--- config.mk ---
export PLATFORM = sky130hd
export DESIGN_NAME = scr1_tcm_loader
export DESIGN_NICKNAME = d
export VERILOG_FILES = /design/src/rtl/scr1_tcm_loader.sv
export SDC_FILE = /design/constraint.sdc
export NUM_CORES = 1
export LEC_CHECK = 0
export BUFFER_PORTS_ARGS = -buffer_cell sky130_fd_sc_hd__buf_2
export CORE_ASPECT_RATIO = 2
export CORE_MARGIN = 3
export CORE_UTILIZATION = 54
export DETAILED_ROUTE_END_ITERATION = 10
export PLACE_DENSITY = 0.77
export SYNTH_ARGS = -nofsm -noshare
export SYNTH_HDL_FRONTEND = slang
export SYNTH_SLANG_ARGS = --single-unit
--- constraint.sdc ---
create_clock -name clk -period 4.9 [get_ports clk]
set_input_delay 0.98 -clock clk [delete_from_list [all_inputs] [get_ports clk]]
set_output_delay 0.98 -clock clk [all_outputs]
set_load 0.05 [all_outputs]
--- src/rtl/scr1_tcm_loader.sv ---
// scr1_tcm_loader: turns a framed boot byte stream into sequential TCM port-B word writes.
// Define SCR1_TCM_LOADER_CSUM_EN to require a trailing 8-bit checksum byte after the data.
module scr1_tcm_loader #(
  parameter int unsigned SCR1_WIDTH     = 32,
  parameter int unsigned SCR1_SIZE      = 32'h0001_0000,
  parameter int unsigned TIMEOUT_CYCLES = 1000000
) (
  input  logic                         clk,
  input  logic                         rst,
  input  logic                         in_valid,
  input  logic [7:0]                   in_data,
  output logic                         in_ready,
  output logic                         mem_wenb,
  output logic [3:0]                   mem_webb,
  output logic [$clog2(SCR1_SIZE)-3:0] mem_addrb,
  output logic [SCR1_WIDTH-1:0]        mem_datab,
  output logic                         core_rst_hold,
  output logic                         done,
  output logic                         err
);

  localparam int unsigned AW  = $clog2(SCR1_SIZE) - 2;
  localparam int unsigned TW  = $clog2(TIMEOUT_CYCLES + 1);
  localparam int unsigned CAP = SCR1_SIZE / 4;

  // IDLE/LEN1: length bytes | DATA: word assembly | CSUM: check byte | DONE/ERR: terminal
  typedef enum logic [2:0] {S_IDLE, S_LEN1, S_DATA, S_CSUM, S_DONE, S_ERR} state_e;

`ifdef SCR1_TCM_LOADER_CSUM_EN
  localparam state_e S_AFTER_DATA = S_CSUM;
  logic [7:0] sum_q, sum_d;
`else
  localparam state_e S_AFTER_DATA = S_DONE;
`endif

  state_e                state_q, state_d;
  logic [7:0]            len_lo_q, len_lo_d;
  logic [15:0]           len_q, len_d;
  logic [1:0]            byte_cnt_q, byte_cnt_d;
  logic [AW-1:0]         word_idx_q, word_idx_d;
  logic [SCR1_WIDTH-1:0] word_q, word_d;
  logic [TW-1:0]         tmr_q, tmr_d;
  logic                  in_ready_q, in_ready_d;
  logic                  mem_wenb_q, mem_wenb_d;
  logic [3:0]            mem_webb_q, mem_webb_d;
  logic [AW-1:0]         mem_addrb_q, mem_addrb_d;
  logic [SCR1_WIDTH-1:0] mem_datab_q, mem_datab_d;
  logic                  hold_q, hold_d;
  logic                  done_q, done_d;
  logic                  err_q, err_d;

  logic        accept;
  logic        active;
  logic [15:0] len_rx;
  logic        last_word;

  always_comb begin
    accept    = in_valid & in_ready_q;
    active    = state_q inside {S_LEN1, S_DATA, S_CSUM};
    len_rx    = {in_data, len_lo_q};
    last_word = (16'(word_idx_q) == (len_q - 16'd1));

    state_d     = state_q;
    len_lo_d    = len_lo_q;
    len_d       = len_q;
    byte_cnt_d  = byte_cnt_q;
    word_idx_d  = word_idx_q;
    word_d      = word_q;
    mem_wenb_d  = 1'b0;
    mem_addrb_d = mem_addrb_q;
    mem_datab_d = mem_datab_q;
`ifdef SCR1_TCM_LOADER_CSUM_EN
    sum_d       = sum_q;
`endif

    // Idle-gap timer: reloaded by every byte, ERR when it hits zero inside a frame
    tmr_d = tmr_q;
    if (accept) begin
      tmr_d = TW'(TIMEOUT_CYCLES - 1);
    end else if (active && (tmr_q != '0)) begin
      tmr_d = tmr_q - TW'(1);
    end

    case (state_q)
      S_IDLE: begin
        if (accept) begin
          len_lo_d = in_data;
          state_d  = S_LEN1;
        end
      end
      S_LEN1: begin
        if (accept) begin
          len_d      = len_rx;
          word_idx_d = '0;
          byte_cnt_d = '0;
`ifdef SCR1_TCM_LOADER_CSUM_EN
          sum_d      = 8'h00;
`endif
          if (len_rx == 16'd0) begin
            state_d = S_AFTER_DATA;
          end else if (32'(len_rx) > CAP) begin
            state_d = S_ERR;
          end else begin
            state_d = S_DATA;
          end
        end
      end
      S_DATA: begin
        if (accept) begin
          word_d[8*byte_cnt_q +: 8] = in_data;
          byte_cnt_d = byte_cnt_q + 2'd1;
`ifdef SCR1_TCM_LOADER_CSUM_EN
          sum_d      = sum_q + in_data;
`endif
          if (byte_cnt_q == 2'd3) begin
            mem_wenb_d  = 1'b1;
            mem_addrb_d = word_idx_q;
            mem_datab_d = word_d;
            if (last_word) begin
              state_d = S_AFTER_DATA;
            end else begin
              word_idx_d = word_idx_q + AW'(1);
            end
          end
        end
      end
`ifdef SCR1_TCM_LOADER_CSUM_EN
      S_CSUM: begin
        if (accept) begin
          state_d = ((sum_q + in_data) == 8'd0) ? S_DONE : S_ERR;
        end
      end
`endif
      default: ;
    endcase

    if (active && !accept && (tmr_q == '0)) begin
      state_d = S_ERR;
    end

    in_ready_d = !(state_d inside {S_DONE, S_ERR});
    mem_webb_d = mem_wenb_d ? 4'hF : 4'h0;
    // Leaving DATA straight to DONE: hold done back a cycle so it follows the final write
    done_d     = done_q | ((state_d == S_DONE) && (state_q != S_DATA));
    err_d      = err_q | (state_d == S_ERR);
    hold_d     = ~done_d;
  end

  always_ff @(posedge clk or posedge rst) begin
    if (rst) begin
      state_q     <= S_IDLE;
      len_lo_q    <= '0;
      len_q       <= '0;
      byte_cnt_q  <= '0;
      word_idx_q  <= '0;
      word_q      <= '0;
      tmr_q       <= '0;
      in_ready_q  <= 1'b0;
      mem_wenb_q  <= 1'b0;
      mem_webb_q  <= 4'h0;
      mem_addrb_q <= '0;
      mem_datab_q <= '0;
      hold_q      <= 1'b1;
      done_q      <= 1'b0;
      err_q       <= 1'b0;
`ifdef SCR1_TCM_LOADER_CSUM_EN
      sum_q       <= 8'h00;
`endif
    end else begin
      state_q     <= state_d;
      len_lo_q    <= len_lo_d;
      len_q       <= len_d;
      byte_cnt_q  <= byte_cnt_d;
      word_idx_q  <= word_idx_d;
      word_q      <= word_d;
      tmr_q       <= tmr_d;
      in_ready_q  <= in_ready_d;
      mem_wenb_q  <= mem_wenb_d;
      mem_webb_q  <= mem_webb_d;
      mem_addrb_q <= mem_addrb_d;
      mem_datab_q <= mem_datab_d;
      hold_q      <= hold_d;
      done_q      <= done_d;
      err_q       <= err_d;
`ifdef SCR1_TCM_LOADER_CSUM_EN
      sum_q       <= sum_d;
`endif
    end
  end

  assign in_ready      = in_ready_q;
  assign mem_wenb      = mem_wenb_q;
  assign mem_webb      = mem_webb_q;
  assign mem_addrb     = mem_addrb_q;
  assign mem_datab     = mem_datab_q;
  assign core_rst_hold = hold_q;
  assign done          = done_q;
  assign err           = err_q;

endmodule

==> impl_metrics.csv <==
group,metric,value,unit
clock_tree,post_cts_resized,0,
logic_synthesis,synth_top_flop_cell,"dfrtp_1",
sta,setup_slack,1.49,ns
worst_setup_path,timing.critical_path.fanout_max,16,
global_route,grt_max_degree,101,
worst_setup_path,crit_type,"in -> reg",
logic_synthesis,yosys_warnings,0,
logic_synthesis,synth_top_cells_by_count,"dfrtp_1 (145), nand2_1 (129), nor2_1 (94)",
floorplanning,design.core.area,0.0123,sq mm
sta,fmax,293,MHz
logic_synthesis,synth_async_sr_flop_share,1.00,
final_layout,diodes,0,
final_layout,final-instance-count-excl-fill,915,
logic_synthesis,synth_sequential_area_ratio,0.530,
global_route,gr-usage-all-layers,0.248,
sta,final.setup.tns,0,ns
floorplanning,design.die.area,0.0143,sq mm
global_route,antenna_found_initial,0,
logic_synthesis,yosys-top-cells-area,"dfrtp_1 (53%), nand2_1 (7.0%), nor2_1 (5.1%)",
clock_tree,cts.hold.buffers_added,0,
global_route,first_global_vias,5655,
final_layout,nNetsFinal,775,
sta,grt_setup_unrepaired,"no",
global_route,grt_pass1_wl,28000,um
clock_tree,h-tree-depth,4,
logic_synthesis,synth_edf_count,0,
sta,slew_headroom,0.315,
sta,worst_pin_slew,1.03,ns
worst_setup_path,rr_endpoint,"word_idx_q[10]",
worst_setup_path,worst-endpoint-arrival,3.70,ns
worst_setup_path,end_kind,"flip-flop",
worst_setup_path,worst_ep_required_time,5.19,ns
clock_tree,clk_pin_slew_worst_paths,0.06,ns
logic_synthesis,synthMostInstantiatedCell,"dfrtp_1",
job,maxCapViolations,0,
clock_tree,cts_tree,"done",
clock_tree,setup_bufs_post_cts,0,
detailed_routing,antenna_violating_nets_post_route,0,
floorplanning,die_width,85.9,um
logic_synthesis,ys_types,61,
worst_setup_path,reg2reg_depth,8,
final_layout,flow.area_growth_from_synthesis,15.0,%
power_and_ir_drop,power.ir.vdd_worst,0.252,mV
detailed_routing,drt_wl_total,17000,um
logic_synthesis,synth_cells,702,
logic_synthesis,syn-num-nets,722,
power_and_ir_drop,leakagePower,3.82,nW
final_layout,fill_cells,983,
worst_setup_path,critical_path.reg2reg.startpoint,"len_q[2]",
detailed_routing,avgViaCountPerCell,6.08,
place,portBuffers,65,
logic_synthesis,netlist_area,0.00690,sq mm
floorplanning,core.rowCount,57,
power_and_ir_drop,power.density_cell_area,334,mW/mm^2
global_route,overflow,0,
clock_tree,clock_latency_on_the_worst_skew_pair,0.42,ns
detailed_routing,remaining_drc_errors,0,
clock_tree,clk_path_buf_depth,2,
place,dp.cells,883,
min_path,worstHoldPathType,"reg -> reg",
logic_synthesis,netlist.area_leader.share,0.526,
clock_tree,clockRootBuffer,"clkbuf_16",
floorplanning,dieHeight,166,um
worst_setup_path,timing.critical_path.to,"word_idx_q[10]",
sta,period_share,0.696,
sta,final-max-slew-violation-count,0,
place,dpl_worst_slack,1.09,ns
place,globalplace.congestion,0.911,
sta,final-setup-viol-count,0,
floorplanning,initial_utilization,0.559,
detailed_routing,routedWlPerCell,18.6,um
sta,fin_worst_skew,0.00689,ns
power_and_ir_drop,power.total,2.65,mW
clock_tree,tritoncts_num_sinks,146,
logic_synthesis,yosysTopAreaCell,"dfrtp_1",
worst_setup_path,startpoint_type,"primary input",
logic_synthesis,avgSynthCellArea,9.83,sq um
final_layout,layout_cells_sized_above_1,0.163,
detailed_routing,first_iter_violations,299,
detailed_routing,via_count,5561,
clock_tree,tritoncts.num_buffers,17,
sta,final-hold-violation-count,0,
sta,post-route-min-period,3.41,ns
floorplanning,io_pins,66,
worst_setup_path,crit_path_launch,"in_valid",
worst_setup_path,timing.reg2reg.setup_slack,1.50,ns
place,dp_hpwl,11700,um
detailed_routing,dr.pass1.iters,5,
status,run_status,"complete, no violations",
logic_synthesis,synth.ff_latch_count,146,
==> registers in the layout, summed over array words and instances (netlist names) <==
register	count
mem_datab	32
word_q	32
tmr_q	20
len_q	16
mem_addrb	14
word_idx_q	14
len_lo_q	8
state_q	3
byte_cnt_q	2
core_rst_hold	1
done	1
err	1
in_ready	1
mem_webb	1
==> metrics by stage <==
step / instance area (sq um) / util / hold slack [ns]
floorplan: 6900 / - / 0.456
global route: 7940 / 0.643 / 0.431
global placement: 7300 / 0.592 / 0.391
detailed placement: 7300 / 0.592 / 0.407
finish: 7940 / 0.643 / 0.417
CTS: 7940 / 0.643 / 0.416
==> how the worst min path moves through the flow <==
stage,to,depth (start not counted),slack [ns],from
2_1_floorplan,len_q[2],2,0.46,len_lo_q[2]
3_3_place_gp,core_rst_hold,1,0.39,done
3_5_place_dp,core_rst_hold,1,0.41,done
4_1_cts,core_rst_hold,1,0.42,done
5_1_grt,core_rst_hold,1,0.43,done
6_report,core_rst_hold,1,0.42,done
==> power by group <==
part	switching, mW	internal (mW)	total, mW	leakage, nW
combinational	0.0405	0.00600	0.0465	1.61
sequential	0	1.21	1.21	1.90
clock	0.511	0.885	1.40	0.305
total	0.552	2.10	2.65	3.82
==> cells in the final DEF (no fill, tap or decap), types with 8 or more instances in the layout <==
cell       count
nand4_1       10
mux2_2         8
a221oi_1      32
mux2i_1        8
nor4_1        12
xor2_1        10
a22o_1        32
nor3_1        12
inv_1         13
dfrtp_1      145
nor2_1        94
xnor2_1       20
nand3_1       12
buf_2         65
ha_1           9
clkbuf_16     17
o21ai_0        8
a21oi_1       13
nand2_1      129
nor2b_1        8
==> area by class of cell <==
class / instances / area (sq um) / share of cell area
repair buffers: 73 / 398 / 0.0501
well taps: 147 / 184 / 0.0232
inverters: 17 / 67.6 / 0.00851
clock buffers: 21 / 460 / 0.0580
clock inverters: 11 / 175 / 0.0221
multi-input cells: 500 / 3000 / 0.378
flip-flops and latches: 146 / 3650 / 0.460
==> logic make-up after synthesis <==
family	share of synthesized area
buffers and inverters	0.0357
adders and majority gates	0.0163
AOI/OAI and AO/OA	0.131
and+or+nand+nor	0.221
xor gates and xnor gates	0.0413
muxes	0.0247
DFF	0.530
==> critical path, stage by stage <==
cell,delay [ns]
buf_2,0.08
nand2_1,0.30
nor2_1,0.56
nand2_1,0.49
a21oi_1,0.87
nand4_1,0.23
mux2i_1,0.17
==> layer usage <==
layer | GRT usage | wire, um
met1 | 0.269 | 6160
met2 | 0.450 | 9450
met3 | 0.0402 | 663
met4 | 0.130 | 702
met5 | 0 | 0
(Power assumes the default switching activity.)
